`src/rtl/fitness_wb_buffer.sv`:
```
// Population writeback buffer behind the fitness evaluator: stores scored individuals,
// tracks the minimum-energy elite, flags generation completion and serves a registered read port.
module fitness_wb_buffer #(
    parameter int PARTICLE_LENGTH   = 2,
    parameter int LATTICE_LENGTH    = 11,
    parameter int INDIVIDUAL_LENGTH = LATTICE_LENGTH * PARTICLE_LENGTH,
    parameter int SELF_FIT_LENGTH   = 10,
    parameter int POP_SIZE          = 50,
    parameter int IDX_WIDTH         = 8
) (
    input  logic                         clk_i,
    input  logic                         rst_i,
    input  logic                         in_valid_i,
    input  logic [SELF_FIT_LENGTH-1:0]   total_energy_i,
    input  logic [INDIVIDUAL_LENGTH-1:0] individual_vec_i,
    input  logic [IDX_WIDTH-1:0]         ind_wb_idx_i,
    input  logic                         gen_start_i,
    input  logic                         rd_en_i,
    input  logic [IDX_WIDTH-1:0]         rd_idx_i,
    output logic                         rd_valid_ff_o,
    output logic [SELF_FIT_LENGTH-1:0]   rd_energy_ff_o,
    output logic [INDIVIDUAL_LENGTH-1:0] rd_individual_ff_o,
    output logic                         best_valid_ff_o,
    output logic [SELF_FIT_LENGTH-1:0]   best_energy_ff_o,
    output logic [IDX_WIDTH-1:0]         best_idx_ff_o,
    output logic [INDIVIDUAL_LENGTH-1:0] best_individual_ff_o,
    output logic [IDX_WIDTH-1:0]         wr_count_ff_o,
    output logic                         gen_done_ff_o,
    output logic                         err_ff_o
);

    localparam int SLOT_W = (POP_SIZE > 1) ? $clog2(POP_SIZE) : 1;
    localparam logic [IDX_WIDTH-1:0] POP_LIMIT = IDX_WIDTH'(POP_SIZE);

    typedef enum logic {
        COLLECT,
        READY
    } state_t;

    state_t state, state_next;

    logic [SELF_FIT_LENGTH-1:0]   energy_mem [POP_SIZE];
    logic [INDIVIDUAL_LENGTH-1:0] vec_mem    [POP_SIZE];

    logic [POP_SIZE-1:0]          slot_valid, slot_valid_next;
    logic [IDX_WIDTH-1:0]         wr_count, wr_count_next;
    logic                         err, err_next;
    logic                         best_valid, best_valid_next;
    logic [SELF_FIT_LENGTH-1:0]   best_energy, best_energy_next;
    logic [IDX_WIDTH-1:0]         best_idx, best_idx_next;
    logic [INDIVIDUAL_LENGTH-1:0] best_individual, best_individual_next;

    logic                         accept;
    logic                         dup;
    logic                         wr_in_range;
    logic                         rd_in_range;
    logic [SLOT_W-1:0]            wr_slot;
    logic [SLOT_W-1:0]            rd_slot;

    assign wr_slot     = ind_wb_idx_i[SLOT_W-1:0];
    assign rd_slot     = rd_idx_i[SLOT_W-1:0];
    assign wr_in_range = ind_wb_idx_i < POP_LIMIT;
    assign rd_in_range = rd_idx_i < POP_LIMIT;

    always_ff @(posedge clk_i or posedge rst_i) begin
        if (rst_i) begin
            state <= COLLECT;
        end else begin
            state <= state_next;
        end
    end

    // gen_start clears first, so a same-cycle write lands as the first entry of the new generation
    always_comb begin
        slot_valid_next      = gen_start_i ? '0 : slot_valid;
        wr_count_next        = gen_start_i ? '0 : wr_count;
        err_next             = gen_start_i ? 1'b0 : err;
        best_valid_next      = gen_start_i ? 1'b0 : best_valid;
        best_energy_next     = gen_start_i ? '1 : best_energy;
        best_idx_next        = best_idx;
        best_individual_next = best_individual;

        accept = in_valid_i && wr_in_range && (gen_start_i || state == COLLECT);
        dup    = accept && slot_valid_next[wr_slot];

        if (in_valid_i && !accept) begin
            err_next = 1'b1;
        end

        if (accept) begin
            slot_valid_next[wr_slot] = 1'b1;
            if (dup) begin
                err_next = 1'b1;
            end else if (wr_count_next < POP_LIMIT) begin
                wr_count_next = wr_count_next + IDX_WIDTH'(1);
            end
            if (!best_valid_next || (total_energy_i < best_energy_next)) begin
                best_valid_next      = 1'b1;
                best_energy_next     = total_energy_i;
                best_idx_next        = ind_wb_idx_i;
                best_individual_next = individual_vec_i;
            end
        end

        state_next = (wr_count_next == POP_LIMIT) ? READY : COLLECT;
    end

    always_ff @(posedge clk_i or posedge rst_i) begin
        if (rst_i) begin
            slot_valid      <= '0;
            wr_count        <= '0;
            err             <= 1'b0;
            best_valid      <= 1'b0;
            best_energy     <= '1;
            best_idx        <= '0;
            best_individual <= '0;
        end else begin
            slot_valid      <= slot_valid_next;
            wr_count        <= wr_count_next;
            err             <= err_next;
            best_valid      <= best_valid_next;
            best_energy     <= best_energy_next;
            best_idx        <= best_idx_next;
            best_individual <= best_individual_next;
        end
    end

    // Payload storage is left unreset; the valid bits alone decide what is visible
    always_ff @(posedge clk_i) begin
        if (accept) begin
            energy_mem[wr_slot] <= total_energy_i;
            vec_mem[wr_slot]    <= individual_vec_i;
        end
    end

    always_ff @(posedge clk_i or posedge rst_i) begin
        if (rst_i) begin
            rd_valid_ff_o      <= 1'b0;
            rd_energy_ff_o     <= '0;
            rd_individual_ff_o <= '0;
        end else begin
            rd_valid_ff_o <= rd_en_i;
            if (rd_en_i) begin
                if (rd_in_range && slot_valid[rd_slot]) begin
                    rd_energy_ff_o     <= energy_mem[rd_slot];
                    rd_individual_ff_o <= vec_mem[rd_slot];
                end else begin
                    rd_energy_ff_o     <= '0;
                    rd_individual_ff_o <= '0;
                end
            end
        end
    end

    assign best_valid_ff_o      = best_valid;
    assign best_energy_ff_o     = best_energy;
    assign best_idx_ff_o        = best_idx;
    assign best_individual_ff_o = best_individual;
    assign wr_count_ff_o        = wr_count;
    assign gen_done_ff_o        = (state == READY);
    assign err_ff_o             = err;

endmodule

```
`config.mk`:
```
export PLATFORM = sky130hd
export DESIGN_NAME = fitness_wb_buffer
export DESIGN_NICKNAME = d
export VERILOG_FILES = /design/src/rtl/fitness_wb_buffer.sv
export SDC_FILE = /design/constraint.sdc
export NUM_CORES = 2
export LEC_CHECK = 0
export BUFFER_PORTS_ARGS = -buffer_cell sky130_fd_sc_hd__buf_4
export CAP_MARGIN = 10
export CORE_MARGIN = 5
export CORE_UTILIZATION = 35
export DETAILED_ROUTE_END_ITERATION = 8
export PLACE_DENSITY_LB_ADDON = 0.1
export SYNTH_ARGS = -nofsm -noshare
export SYNTH_HDL_FRONTEND = slang
export SYNTH_SLANG_ARGS = --single-unit
```
`constraint.sdc`:
```
create_clock -name clk_i -period 11.36 [get_ports clk_i]
set_input_delay 0.568 -clock clk_i [delete_from_list [all_inputs] [get_ports clk_i]]
set_output_delay 0.568 -clock clk_i [all_outputs]
set_load 0.01 [all_outputs]
```
; Word level (Yosys, flattened, before mapping)
; Memories as Yosys holds them, arrays and structs flattened.
; Index checks and enable logic that the tools add are counted.
[word_totals]
inputBits = 53
regBits = 134
output_inout_bits = 84
wordCells = 62
mem_count = 2
ram_bits = 1600
[memory_table]
columns = memory, depth, word_bits, rd, rd_ports_with_merged_regs, wr, line_no
row1 = vec_mem, 50, 22, 1, 0, 1, 43  ; logic [INDIVIDUAL_LENGTH-1:0] vec_mem [POP_SIZE];
row2 = energy_mem, 50, 10, 1, 0, 1, 42  ; logic [SELF_FIT_LENGTH-1:0] energy_mem [POP_SIZE];
[classes]
eq_ne = 1
add_sub_neg = 1
n_lt_le_gt_ge = 7
bitwise = 2
n_reduce_logical = 11
muxes = 27
[ops]
columns = cell, n
row1 = two-way mux 50 bit, 2
row2 = OR 50 bit, 1
row3 = two-way mux 10 bit, 4
row4 = two-way mux 8 bit, 4
row5 = "< comparator 8 x 6 -> 1 bit, second input constant", 3
row6 = two-way mux 22 bit, 1
row7 = "< comparator 6 x 7 -> 1 bit, second input constant", 2
row8 = two-way mux 1 bit, 13
row9 = binary-select mux 1 bit (select 6 bit), 2
row10 = < comparator 10 bit, 1
row11 = "adder 8 x 1 -> 8 bit, second input constant", 1
row12 = "equality test 8 x 6 -> 1 bit, second input constant", 1
row13 = demux 1 bit (select 6 bit), 1
row14 = "greater-or-equal comparator 6 x 1 -> 1 bit, second input constant", 1
row15 = logical AND 1 bit, 6
row16 = logical NOT 1 bit, 2
row17 = logical OR 1 bit, 2
row18 = AND reduction 2 bit, 1
row19 = inverter 1 bit, 1

; Logic depth before layout (Yosys ltp)
[depth]
ltp_word = 8
mapped_depth = 15
depth_no_buf = 10

; Least setup slack after synthesis
; OpenSTA, ideal clock, no wires.
[synth_path]
path_kind = input port to flip-flop
from = input gen_start_i
to = memory energy_mem[16][0], enable pin
required_ns = 10.939
setup_time_ns = 0.421
slack_ns = 7.892
path_buffers = 2
arrival_ns = 3.047
path_stages = 6
cell_sequence = buf_4 nor2b_1 nor4b_4 o2111ai_1 clkbuf_1 nor2_1
[synth_via]
elab_chain_cells = 4
[synth_rtl]
columns = item, line_no
row1 = from (decl), 17  ; input logic gen_start_i,
row2 = logical OR 1 bit, 83  ; accept = in_valid_i && wr_in_range && (gen_start_i || state == COLLECT);
row3 = logical AND 1 bit, 83
row4 = two-way mux 1 bit, 130  ; if (accept) begin
row5 = two-way mux 1 bit (implied by the code), 131  ; energy_mem[wr_slot] <= total_energy_i;
row6 = to (decl), 42
; Every way passes these cells.

; Final worst setup path
[layout_path]
from = input rd_idx_i[1]
to = register rd_individual_ff_o[13]
[layout_via]
elab_chain_cells = 4
elab_cells_between_ends = 6
classes_between = order compare: 1 / mux: 3 / reduce/logical: 1 / memory: 1
[layout_rtl]
columns = item, line_no
row1 = from (decl), 19  ; input logic [IDX_WIDTH-1:0] rd_idx_i,
row2 = binary-select mux 1 bit (select 6 bit), 144  ; if (rd_in_range && slot_valid[rd_slot]) begin
row3 = two-way mux 1 bit (implied by the code), 144
row4 = logical AND 1 bit, 144
row5 = two-way mux 22 bit (*), 144
row6 = to (signal assigned), 146  ; rd_individual_ff_o <= vec_mem[rd_slot];
row7 = to (decl), 22  ; output logic [INDIVIDUAL_LENGTH-1:0] rd_individual_ff_o,
; Mark *: on every way between the ends. The rest lies on a longest branch, timed or not. The select of a mux whose other input is x is not followed.
; A chain may end at the register's enable or synchronous reset.

==> flow_summary_export.csv <==
group,metric,value,unit
outcome,outcome,"finished clean",
job,drv_cap,0,
pwr,power,0.0136,W
die,ioPinCount,137,
die,dieArea,202000,um2
hold_path,hold_class,"primary input to flop",
setup_path,crit_required,12.03,ns
setup_path,critical_path_class,"primary input to flop",
synthesis,syn-num-nets,3357,
routing,wirelength,201,mm
timing,slew_headroom,0.200,
clocking,numCtsBuffers,187,
timing,timing.hold.ws,0.0904,ns
synthesis,synth-simple-area-share,0.0169,
global_routing,grt_pass1_wl,281,mm
clocking,cts_sinks,1734,
die,die_x,450,um
global_routing,grt_util_met3,0.0271,
global_routing,grt_pass1_vias,35900,
synthesis,synth.distinct_cells,73,
cells_and_area,area_growth,15.2,%
setup_path,crit_chain,"buf_8 > buf_4 > buf_4 > mux4_2 > mux4_2 > o21ai_0 > a21oi_1 > o31ai_1 > o21ai_0",
timing,setup_ws,7.06,ns
timing,skew,0.0307,ns
synthesis,ys_warn_count,0,
synthesis,syn_area,67600,um2
routing,routedWlPerCell,32.4,um
die,core,192000,um2
placed_design,dp_hpwl,106,mm
cells_and_area,fillerInstances,17000,
global_routing,grtUsageTotal,0.197,
cells_and_area,nets,3577,
routing,route.detailed.drc,0,
synthesis,syn-instance-count,3294,
clocking,htree_num_levels,4,
pwr,pwr_density_cell,174,nW/um2
setup_path,cp_max_fo,57,
die,rows,161,
clocking,cts_setup_buffers,0,
global_routing,grt_busiest_layer,"met2",
timing,rsz0062_at_grt,"false",
setup_path,path_buf_inv,3,
placed_design,port_buffers,136,
clocking,ctsLongestPathBuffers,3,
global_routing,grt_use_met2,0.343,
die,dieHeight,450,um
timing,fin_crit,4.30,ns
clocking,insertion_delay,0.83,ns
placed_design,gp_congestion,0.751,
routing,num_vias,33600,
routing,antenna_left,0,
clocking,clk_pin_slew_worst_paths,0.06,ns
clocking,cts_tree,"built",
setup_path,crit_family,"buffers and inverters",
cells_and_area,utilization,0.405,
pwr,leakagePower,25.3,nW
synthesis,synthXorXnorAreaFrac,0.000518,
setup_path,worst_path_largest_cell_delay,0.92,ns
cells_and_area,drive_above_1_share,0.266,
synthesis,async_flop_share,0.0773,
global_routing,antenna_found_initial,14,
routing,firstDrtPassIters,5,
setup_path,endpoint_kind,"flop",
synthesis,synthFlopType,"edfxtp_1",
timing,hold_viol_final,0,
pwr,vdd_drop_max,128,uV
synthesis,synth_top_family_by_area,"multiplexers",
routing,drtIter0Drc,2908,
clocking,cts_resized,0,
setup_path,worst_path_max_delay_cell,"o21ai_0",
timing,min_period_over_period,0.379,
synthesis,synth-adder-area-share,0.00185,
placed_design,pre_cts_ws,6.34,ns
clocking,clk_root_buffer_cell,"clkbuf_16",
timing,tns,0,ns
timing,slew_viol_final,0,
routing,vias_per_cell,5.42,
timing,max_freq,232,MHz
synthesis,synth_edf_count,1600,
setup_path,worstPathArrival,4.97,ns
synthesis,synth_compound_area_frac,0.0370,
timing,worst_pin_slew,1.20,ns
setup_path,start_kind,"primary input",
global_routing,grt_max_degree,111,
global_routing,met1_usage,0.264,
die,start_util,0.352,
synthesis,syn_area_per_cell,20.5,um2
synthesis,seq_area_frac_synth,0.760,
synthesis,synth_seq_cells,1734,
synthesis,muxShareOfSynthArea,0.165,
timing,setup_viol_count_final,0,
setup_path,r2r_slack,7.72,ns
global_routing,gr-total-overflow,0,
-- layout make-up --
cell class,instances,area [um2],share of cell area
antenna,8,20.0,0.000257
clock buffer,241,5030,0.0646
clock inverter,101,790,0.0101
inverter,75,287,0.00368
multi-input combinational,1288,15400,0.197
sequential,1734,51400,0.660
tap,2526,3160,0.0406
timing repair buffer,228,1800,0.0232
-- Yosys cell counts (all sizes together) (5+ instances only) --
cell type | instances | area share
a211oi | 8 | 0.00089
a21oi | 100 | 0.0074
a221oi | 32 | 0.0041
a22oi | 40 | 0.0044
a31oi | 7 | 0.00065
and2b | 6 | 0.00074
buf | 96 | 0.0086
clkbuf | 101 | 0.0059
dfrtp | 124 | 0.046
dfstp | 10 | 0.0039
edfxtp | 1600 | 0.71
ha | 10 | 0.0019
inv | 75 | 0.0042
mux2 | 37 | 0.0062
mux2i | 246 | 0.036
mux4 | 367 | 0.12
nand2 | 36 | 0.0020
nand2b | 26 | 0.0027
nand3 | 6 | 0.00044
nor2 | 109 | 0.0062
nor2b | 15 | 0.0015
nor3 | 5 | 0.00037
o211ai | 20 | 0.0023
o21ai | 105 | 0.0080
o22ai | 58 | 0.0055
o31ai | 12 | 0.0013
or2 | 6 | 0.00056
-- logic make-up (layout without fill, tap and decap cells) --
kind of cell	count (synthesis)	count (layout)
AOI/OAI and AO/OA	398	398
xor gates and xnor gates	4	4
adders and majority gates	10	10
buffers and inverters	272	645
DFF	1734	1734
muxes	650	650
other	0	8
and+or+nand+nor	226	226
-- per-layer routing --
| layer | share of wire | vias to the layer above |
|---|---|---|
| met5 | 0 | - |
| met4 | 0.019 | 0 |
| met3 | 0.044 | 234 |
| met2 | 0.51 | 910 |
| met1 | 0.43 | 18500 |
| li1 | - | 14000 |
-- final timing paths --
path                                                            from                                    to  depth (start not counted)
min in group asynchronous                                      rst_i          best_idx_ff_o[6]$_DFFE_PP0P_                          3
worst max register to register               gen_done_ff_o$_DFF_PP0_              vec_mem[33][5]$_DFFE_PP_                          5
worst min register to register  best_individual_ff_o[17]$_DFFE_PP0P_  best_individual_ff_o[17]$_DFFE_PP0P_                          1
worst min-delay path                               total_energy_i[2]           energy_mem[46][2]$_DFFE_PP_                          1
max in group asynchronous                                      rst_i               rd_valid_ff_o$_DFF_PP0_                          4
worst max-delay path                                     rd_idx_i[1]    rd_individual_ff_o[13]$_DFFE_PP0P_                          9
-- power by group --
part	switching, W	internal [W]
Clock	0.00249	0.00330
Sequential	0.0000326	0.00702
Combinational	0.000466	0.000268
Total	0.00299	0.0106
-- flip-flops by register name (all words and copies together), names as in the netlist --
| signal | flops |
|---|---|
| best_valid_ff_o | 1 |
| rd_valid_ff_o | 1 |
| rd_energy_ff_o | 10 |
| err_ff_o | 1 |
| best_energy_ff_o | 10 |
| slot_valid | 50 |
| wr_count_ff_o | 8 |
| best_idx_ff_o | 8 |
| rd_individual_ff_o | 22 |
| vec_mem | 1100 |
| energy_mem | 500 |
| gen_done_ff_o | 1 |
| best_individual_ff_o | 22 |
-- what timing repair did --
item | CTS | global route
hold buffers | 3 | 0
hold endpoints to repair | 9 | 0
setup endpoints to repair | 0 | 0
-- placed cells by master, fill, tap and decap left out, types with 6 or more instances in the layout --
cell type	count
clkbuf_8	6
o21ai_1	6
mux4_2	367
clkbuf_16	191
clkinvlp_4	10
o21ai_0	95
diode_2	8
nor2b_1	14
a22oi_1	40
dfrtp_1	124
nor2_1	57
bufinv_16	8
o22ai_1	57
a221oi_1	32
ha_1	10
a31oi_1	6
mux2_2	35
nand2_1	36
clkbuf_1	44
nand2b_1	22
edfxtp_1	1600
clkinv_2	29
inv_1	74
o31ai_1	12
buf_4	216
nand3_1	6
dfstp_2	10
o211ai_1	19
nor2_4	51
a211oi_1	8
mux2i_1	246
a21oi_1	100
clkinv_1	43
-- metrics by stage --
step / cell area (um2) / cells
after global placement: 72000 / 5848
after global routing: 77900 / 6193
after detailed placement: 72000 / 5848
after CTS: 77900 / 6193
after floorplan: 67600 / 3294
final: 77900 / 6201
(Power assumes the default switching activity.)
